[config.mk]
export PLATFORM = sky130hd
export DESIGN_NAME = if_id_queue
export DESIGN_NICKNAME = d
export VERILOG_FILES = /design/src/rtl/if_id_queue.sv
export SDC_FILE = /design/constraint.sdc
export NUM_CORES = 1
export LEC_CHECK = 0
export ABC_AREA = 1
export CORE_UTILIZATION = 32
export CTS_BUF_LIST = sky130_fd_sc_hd__clkbuf_4 sky130_fd_sc_hd__clkbuf_8
export DETAILED_ROUTE_END_ITERATION = 16
export PLACE_DENSITY_LB_ADDON = 0.15
export SLEW_MARGIN = 20
export SYNTH_ARGS = -nofsm -noshare
export SYNTH_HDL_FRONTEND = slang
export SYNTH_SLANG_ARGS = --single-unit
[constraint.sdc]
create_clock -name clk -period 5.6 [get_ports clk]
set_input_delay 0.84 -clock clk [delete_from_list [all_inputs] [get_ports clk]]
set_output_delay 0.84 -clock clk [all_outputs]
set_load 0.05 [all_outputs]
[src/rtl/if_id_queue.sv]
// Fetch-to-decode buffer: in-order FIFO of {pc, inst} pairs with valid/ready on both sides.
// Flush and reset invalidate everything through the pointers and occupancy; storage itself is never cleared.
module if_id_queue #(
  parameter int unsigned          DEPTH    = 2,
  parameter int unsigned          ADDR_W   = 32,
  parameter int unsigned          INST_W   = 32,
  parameter logic [INST_W-1:0]    NOP_INST = 32'h00000013
) (
  input  logic                      clk,
  input  logic                      rst,
  input  logic [ADDR_W-1:0]         if_pc,
  input  logic [INST_W-1:0]         if_inst,
  input  logic                      if_valid,
  output logic                      if_ready,
  input  logic                      flush,
  output logic [ADDR_W-1:0]         id_pc,
  output logic [INST_W-1:0]         id_inst,
  output logic                      id_valid,
  input  logic                      id_ready,
  output logic [$clog2(DEPTH):0]    count
);

  localparam int unsigned PTR_W = $clog2(DEPTH);
  localparam int unsigned CNT_W = PTR_W + 1;

  logic [ADDR_W-1:0] r_pc_mem   [DEPTH];
  logic [INST_W-1:0] r_inst_mem [DEPTH];
  logic [PTR_W-1:0]  r_wr_ptr;
  logic [PTR_W-1:0]  r_rd_ptr;
  logic [CNT_W-1:0]  r_count;

  logic w_push;
  logic w_pop;
  logic w_full;
  logic w_empty;

  assign w_full  = (r_count == CNT_W'(DEPTH));
  assign w_empty = (r_count == '0);

  // Both handshakes depend only on registered occupancy, so id_ready never reaches if_ready.
  assign w_push = if_valid && !w_full  && !flush;
  assign w_pop  = id_ready && !w_empty && !flush;

  always_ff @(posedge clk) begin
    if (w_push && !rst) begin
      r_pc_mem[r_wr_ptr]   <= if_pc;
      r_inst_mem[r_wr_ptr] <= if_inst;
    end
  end

  always_ff @(posedge clk) begin
    if (rst || flush) begin
      r_wr_ptr <= '0;
      r_rd_ptr <= '0;
      r_count  <= '0;
    end else begin
      if (w_push) r_wr_ptr <= r_wr_ptr + PTR_W'(1);
      if (w_pop)  r_rd_ptr <= r_rd_ptr + PTR_W'(1);
      case ({w_push, w_pop})
        2'b10:   r_count <= r_count + CNT_W'(1);
        2'b01:   r_count <= r_count - CNT_W'(1);
        default: r_count <= r_count;
      endcase
    end
  end

  // Empty queue presents a NOP so stale or X storage never leaks to decode.
  assign if_ready = !w_full;
  assign id_valid = !w_empty;
  assign id_pc    = w_empty ? '0       : r_pc_mem[r_rd_ptr];
  assign id_inst  = w_empty ? NOP_INST : r_inst_mem[r_rd_ptr];
  assign count    = r_count;

endmodule

After elaboration in Yosys (flattened, before gate mapping)
Memories as Yosys holds them, arrays and structs flattened. A register that Yosys moved wholly into a read port is not among the register bits.
Index checks and enable logic that the tools add are counted.
{ "word_totals": {"inputBits": 69, "ramBits": 128, "register_bits": 4, "mem_count": 2, "wordCells": 33} }
{ "classes": {"n_eq_ne": 3, "n_addsub": 4, "muxes": 9, "n_reduce_logical": 12} }
{ "mem_list": {"columns": ["memory", "depth", "width", "read_ports", "rd_ports_with_merged_regs", "wr", "line", "source"], "rows": [
  ["r_inst_mem", 2, 32, 1, 1, 1, "27", "logic [INST_W-1:0] r_inst_mem [DEPTH];"],
  ["r_pc_mem", 2, 32, 1, 1, 1, "26", "logic [ADDR_W-1:0] r_pc_mem [DEPTH];"]
]} }
{ "ops": {"columns": ["op", "n"], "rows": [
  ["$mux W32", 2],
  ["$mux W1", 6],
  ["$logic_and A1 B1 Y1", 5],
  ["$eq A2 B2 Y1 const B", 2],
  ["$logic_not A1 Y1", 4],
  ["$pmux W2 S2", 1],
  ["$add A1 B1 Y1 const B", 2],
  ["$add A2 B1 Y2 const B", 1],
  ["$eq A2 B1 Y1 const B", 1],
  ["$logic_not A2 Y1", 1],
  ["$reduce_bool A2 Y1", 1],
  ["$sub A2 B1 Y2 const B", 1],
  ["$logic_or A1 B1 Y1", 1]
]} }

Depth between registers and ports, before layout
{ "depth": {"word_depth": 7, "ltp_mapped": 11} }

Least setup slack after synthesis
OpenSTA, ideal clock, no wires.
{ "synth_timing": {"path_kind": "flip-flop to flip-flop", "from": "reg r_count[0], in the netlist count[0]", "to": "mem r_inst_mem[0][0], enable pin", "t_required_ns": 5.035, "path_stages_with_launch": 5, "synth_period_minus_slack_ns": 6.324, "setup_slack_ns": -0.724, "setup_time_ns": 0.565, "arrival_time_ns": 5.759, "cell_sequence": "dfxtp_1 > inv_1 > nand2_1 > nand2_1 > nor3_1"} }
{ "synth_via": {"elab_chain_cells": 7} }
{ "synth_rtl": {"columns": ["element", "line", "source"], "rows": [
  ["from (decl)", "30", "logic [CNT_W-1:0] r_count;"],
  ["from (signal assigned)", "60", "2'b10: r_count <= r_count + CNT_W'(1);"],
  ["from (signal assigned)", "61", "2'b01: r_count <= r_count - CNT_W'(1);"],
  ["from (signal assigned)", "62", "default: r_count <= r_count;"],
  ["$eq A2 B2 Y1", "37", "assign w_full = (r_count == CNT_W'(DEPTH));"],
  ["$logic_not A1 Y1", null, null],
  ["named net if_ready", "14", "output logic if_ready,"],
  ["$logic_and A1 B1 Y1 (2 in series)", "41", "assign w_push = if_valid && !w_full && !flush;"],
  ["$logic_and A1 B1 Y1", "45", "if (w_push && !rst) begin"],
  ["$mux W1", "45", null],
  ["$mux W1 (implied by the code)", "47", "r_inst_mem[r_wr_ptr] <= if_inst;"],
  ["to (decl)", "27", null]
]} }
The timed path passes the listed nets, and every way through them passes these cells.

Final worst setup path
{ "layout_timing": {"from": "reg r_count[1], in the netlist count[1]", "to": "out id_pc[1]"} }
{ "layout_via": {"elab_chain_cells": 2} }
{ "layout_rtl": {"columns": ["element", "line", "source"], "rows": [
  ["$logic_not A2 Y1", "38", "assign w_empty = (r_count == '0);"],
  ["$mux W32", "70", "assign id_pc = w_empty ? '0 : r_pc_mem[r_rd_ptr];"],
  ["to (decl)", "16", "output logic [ADDR_W-1:0] id_pc,"]
]} }
Every way passes these cells.

==> flow_metrics.py <==
metrics = {
    "layout": {
        "post_layout_nonfiller_instances": 744,
        "flow.area_growth_from_synthesis_pct": 37.9,
        "filler_cell_count": 1426,
        "num-nets-final": 591,
        "final_design_area_no_fill_mm2": 0.00695,
        "drive_above_1_share": 0.0732,
        "final-seq-area_mm2": 0.00395,
        "antenna_cells": 0,
        "multi_input_logic_area_um2": 951,
    },
    "yosys": {
        "synth_mux_area_frac": 0,
        "fraction_of_the_mapped_netlist_area_in_simple_logic_gates": 0.119,
        "compound_gate_portion_of_the_synthesized_area": 0.0635,
        "synth.cell_area_mm2": 0.00504,
        "synth.top_cells.by_area": "edfxtp_1, nand2_1, a21oi_1",
        "largest_family_of_logic_cells_by_synthesized_area": "simple AND/OR/NAND/NOR gates",
        "synth_adder_area_share": 0.00248,
        "synth.avg_cell_area_um2": 13.3,
        "synth-seq-area-share": 0.782,
        "synth_top_area_frac": 0.762,
        "synth_xor_xnor_area_share": 0,
        "yosysUniqueCellTypes": 16,
        "number_of_synthesis_warnings": 0,
        "synth_nets": 450,
        "netlist_instances": 380,
        "synth_top_area_cell": "edfxtp_1",
        "ys_seq_elements": 133,
    },
    "critical_path": {
        "cp.arrival_ns": 2.81,
        "reg2reg_from": "count[0]",
        "cp_top_family": "buffers and inverters",
        "rr_worst_depth": 7,
        "worstReg2RegEnd": "r_inst_mem[1][13]",
        "timing.critical_path.depth": 4,
        "timing.critical_path.cells": "nor2_4 > buf_4 > a21oi_1 > clkdlybuf4s50_1",
        "timing.critical_path.buf_inv": 2,
        "worst_setup_path_endpoint": "id_pc[1]",
        "crit_path_end_kind": "primary output",
        "maximum_fanout_count_along_the_critical_path": 32,
        "cpPeakStageDelay_ns": 0.72,
        "crit_type": "reg2out",
        "critical_path.slowest_cell": "clkdlybuf4s50_1",
        "cp-start-kind": "flip-flop",
        "rrSetupSlack_ns": 3.03,
        "startpoint": "count[1]",
        "critPathRequiredTime_ns": 4.76,
    },
    "placed_design": {
        "gpl.final_weighted_congestion": 0.731,
        "place.detailed.hpwl_um": 6500,
        "worst_slack_at_placement_ns": 2.14,
        "placedCellCount": 713,
        "postPlaceCellArea_mm2": 0.00659,
        "buffer_ports.inserted": 136,
    },
    "hold_path": {
        "min-delay-start": "r_rd_ptr",
        "hold_path_class": "reg2reg",
    },
    "clocking": {
        "cts.repair_timing.setup_buffer_count": 0,
        "tritoncts": "done",
        "tritoncts.num_buffers": 17,
        "cts_resized": 0,
        "cts_max_level": 4,
        "clock_path_buffers": 2,
        "worst_skew_pair.late_latency_ns": 0.44,
        "cts.sinks": 133,
        "holdBufCountCts": 0,
        "clk_root_buffer_cell": "clkbuf_8",
        "clkTransAtPathRegs_ns": 0.07,
    },
    "drt": {
        "detail_route.wl_per_cell_um": 14.8,
        "dr.pass1.iters": 5,
        "wl_um": 11000,
        "initialDrtViolationCount": 171,
        "route.antenna.remaining_nets": 0,
        "vias_per_cell": 4.37,
        "remaining_drc_errors": 0,
        "route.vias.total": 3252,
    },
    "floorplan": {
        "floorplan.die_area_mm2": 0.0163,
        "core.rowCount": 45,
        "initial_utilization": 0.329,
        "io_pins": 137,
        "core_area_mm2": 0.0153,
        "die_x_um": 128,
        "chipHeight_um": 128,
    },
    "global_routing": {
        "initial_antenna_violation_count": 1,
        "grt_pass1_wl_um": 17400,
        "global_route.usage.met2": 0.218,
        "grt_use_total": 0.145,
        "grt_start_max_net_pins": 65,
        "globalRouteOverflowTotal": 0,
        "gr-usage-met1": 0.187,
        "number_of_global_route_vias_before_repair": 3293,
        "grt.met3_usage": 0.0628,
        "busiest_layer": "met2",
    },
    "pwr": {
        "seqPwrFrac": 0.549,
        "power.density_mw_per_mm2": 292,
        "clkPwrFrac": 0.364,
        "pwr-share-comb": 0.087,
        "p_int_mw": 1.58,
        "peakVddDrop_uv": 151,
        "net-switching-power_mw": 0.454,
        "netSwitchingFraction": 0.223,
        "power.leakage_nw": 2.37,
    },
    "sta": {
        "hold_ws_ns": 0.523,
        "final.setup.worst_slack_ns": 1.95,
        "finalHoldViolations": 0,
        "tns_ns": 0,
        "period_minus_slack_ns": 3.65,
        "slew-limit-headroom": 0.400,
        "final_min_period_over_clock_period": 0.652,
        "clock_skew_ns": 0.00904,
        "setup-violations-final": 0,
        "worst_slew_pin_slew_ns": 0.901,
        "slew_viol_final": 0,
        "max_clock_freq_mhz": 274,
        "grt_setup_unrepaired": "no",
    },
    "outcome": {
        "outcome": "completed",
    },
    "flow_run": {
        "cap_violations": 0,
    },
}
metal layers:
layer | part of all wire | vias up | wire, um
li1 | - | 1604 | -
met3 | 0.078 | 16 | 860
met1 | 0.46 | 1506 | 5070
met5 | 0.0011 | - | 12
met4 | 0.013 | 2 | 142
met2 | 0.45 | 124 | 4960
layout make-up:
class,count,area share
clock buffers,19,0.0358
clock inverters,12,0.0164
inverters,8,0.00432
multi-input cells,220,0.137
flip-flops and latches,133,0.567
well taps,211,0.0380
repair buffers,141,0.201
worst min-delay path by stage:
stage | end | cells after the start | slack (ns)
final | flip-flop | 2 | 0.52
after global routing | r_wr_ptr | 2 | 0.56
after CTS | flip-flop | 2 | 0.53
after detailed placement | flip-flop | 2 | 0.51
after global placement | r_rd_ptr | 2 | 0.49
after floorplan | flip-flop | 2 | 0.46
registers in the layout, indices dropped and copies added (netlist names), named ones only:
register and cells:
r_inst_mem 64, r_pc_mem 64, count 2, r_rd_ptr 1
r_wr_ptr 1
cells by family after synthesis:
family,Yosys count
AOI/OAI and AO/OA,64
adders and majority gates,1
buffers and inverters,27
DFF,133
and+or+nand+nor,155
synthesized netlist by cell type:
master	number
nand2_1	138
edfxtp_1	128
a21oi_1	63
buf_2	12
nor2_1	9
buf_6	6
inv_1	6
dfxtp_1	5
nand3_1	5
inv_2	2
buf_4	1
ha_1	1
nor2_4	1
nor3_1	1
o21ai_0	1
or2_1	1
per-stage QoR:
step	power [mW]	util
global placement	1.31	0.430
CTS	2.06	0.454
floorplan	1.22	-
global route	2.11	0.454
detailed placement	1.32	0.430
finish	2.03	0.454
placed cells by master, fill, tap and decap left out, drive strengths merged, types with 3 or more instances in the layout:
master,netlist,layout
clkdlybuf4s50,0,136
nor2,10,10
clkinvlp,0,3
nand3,5,5
nand2,138,138
clkinv,0,7
edfxtp,128,128
dfxtp,5,5
buf,19,5
inv,8,8
a21oi,63,63
clkbuf,0,19
power by group through the flow:
stage | sequential, mW | clock [mW] | combinational [mW]
6_report | 1.12 | 0.740 | 0.177
5_1_grt | 1.12 | 0.804 | 0.189
4_1_cts | 1.12 | 0.763 | 0.180
3_5_place_dp | 1.14 | 0 | 0.179
3_3_place_gp | 1.14 | 0 | 0.177
2_1_floorplan | 1.14 | 0 | 0.0832
worst min-delay path, cell delays in order (launching register included):
cell and delay, ns:
dfxtp_1 0.34, a21oi_1 0.06, nor2_1 0.09
(Power assumes the default switching activity.)
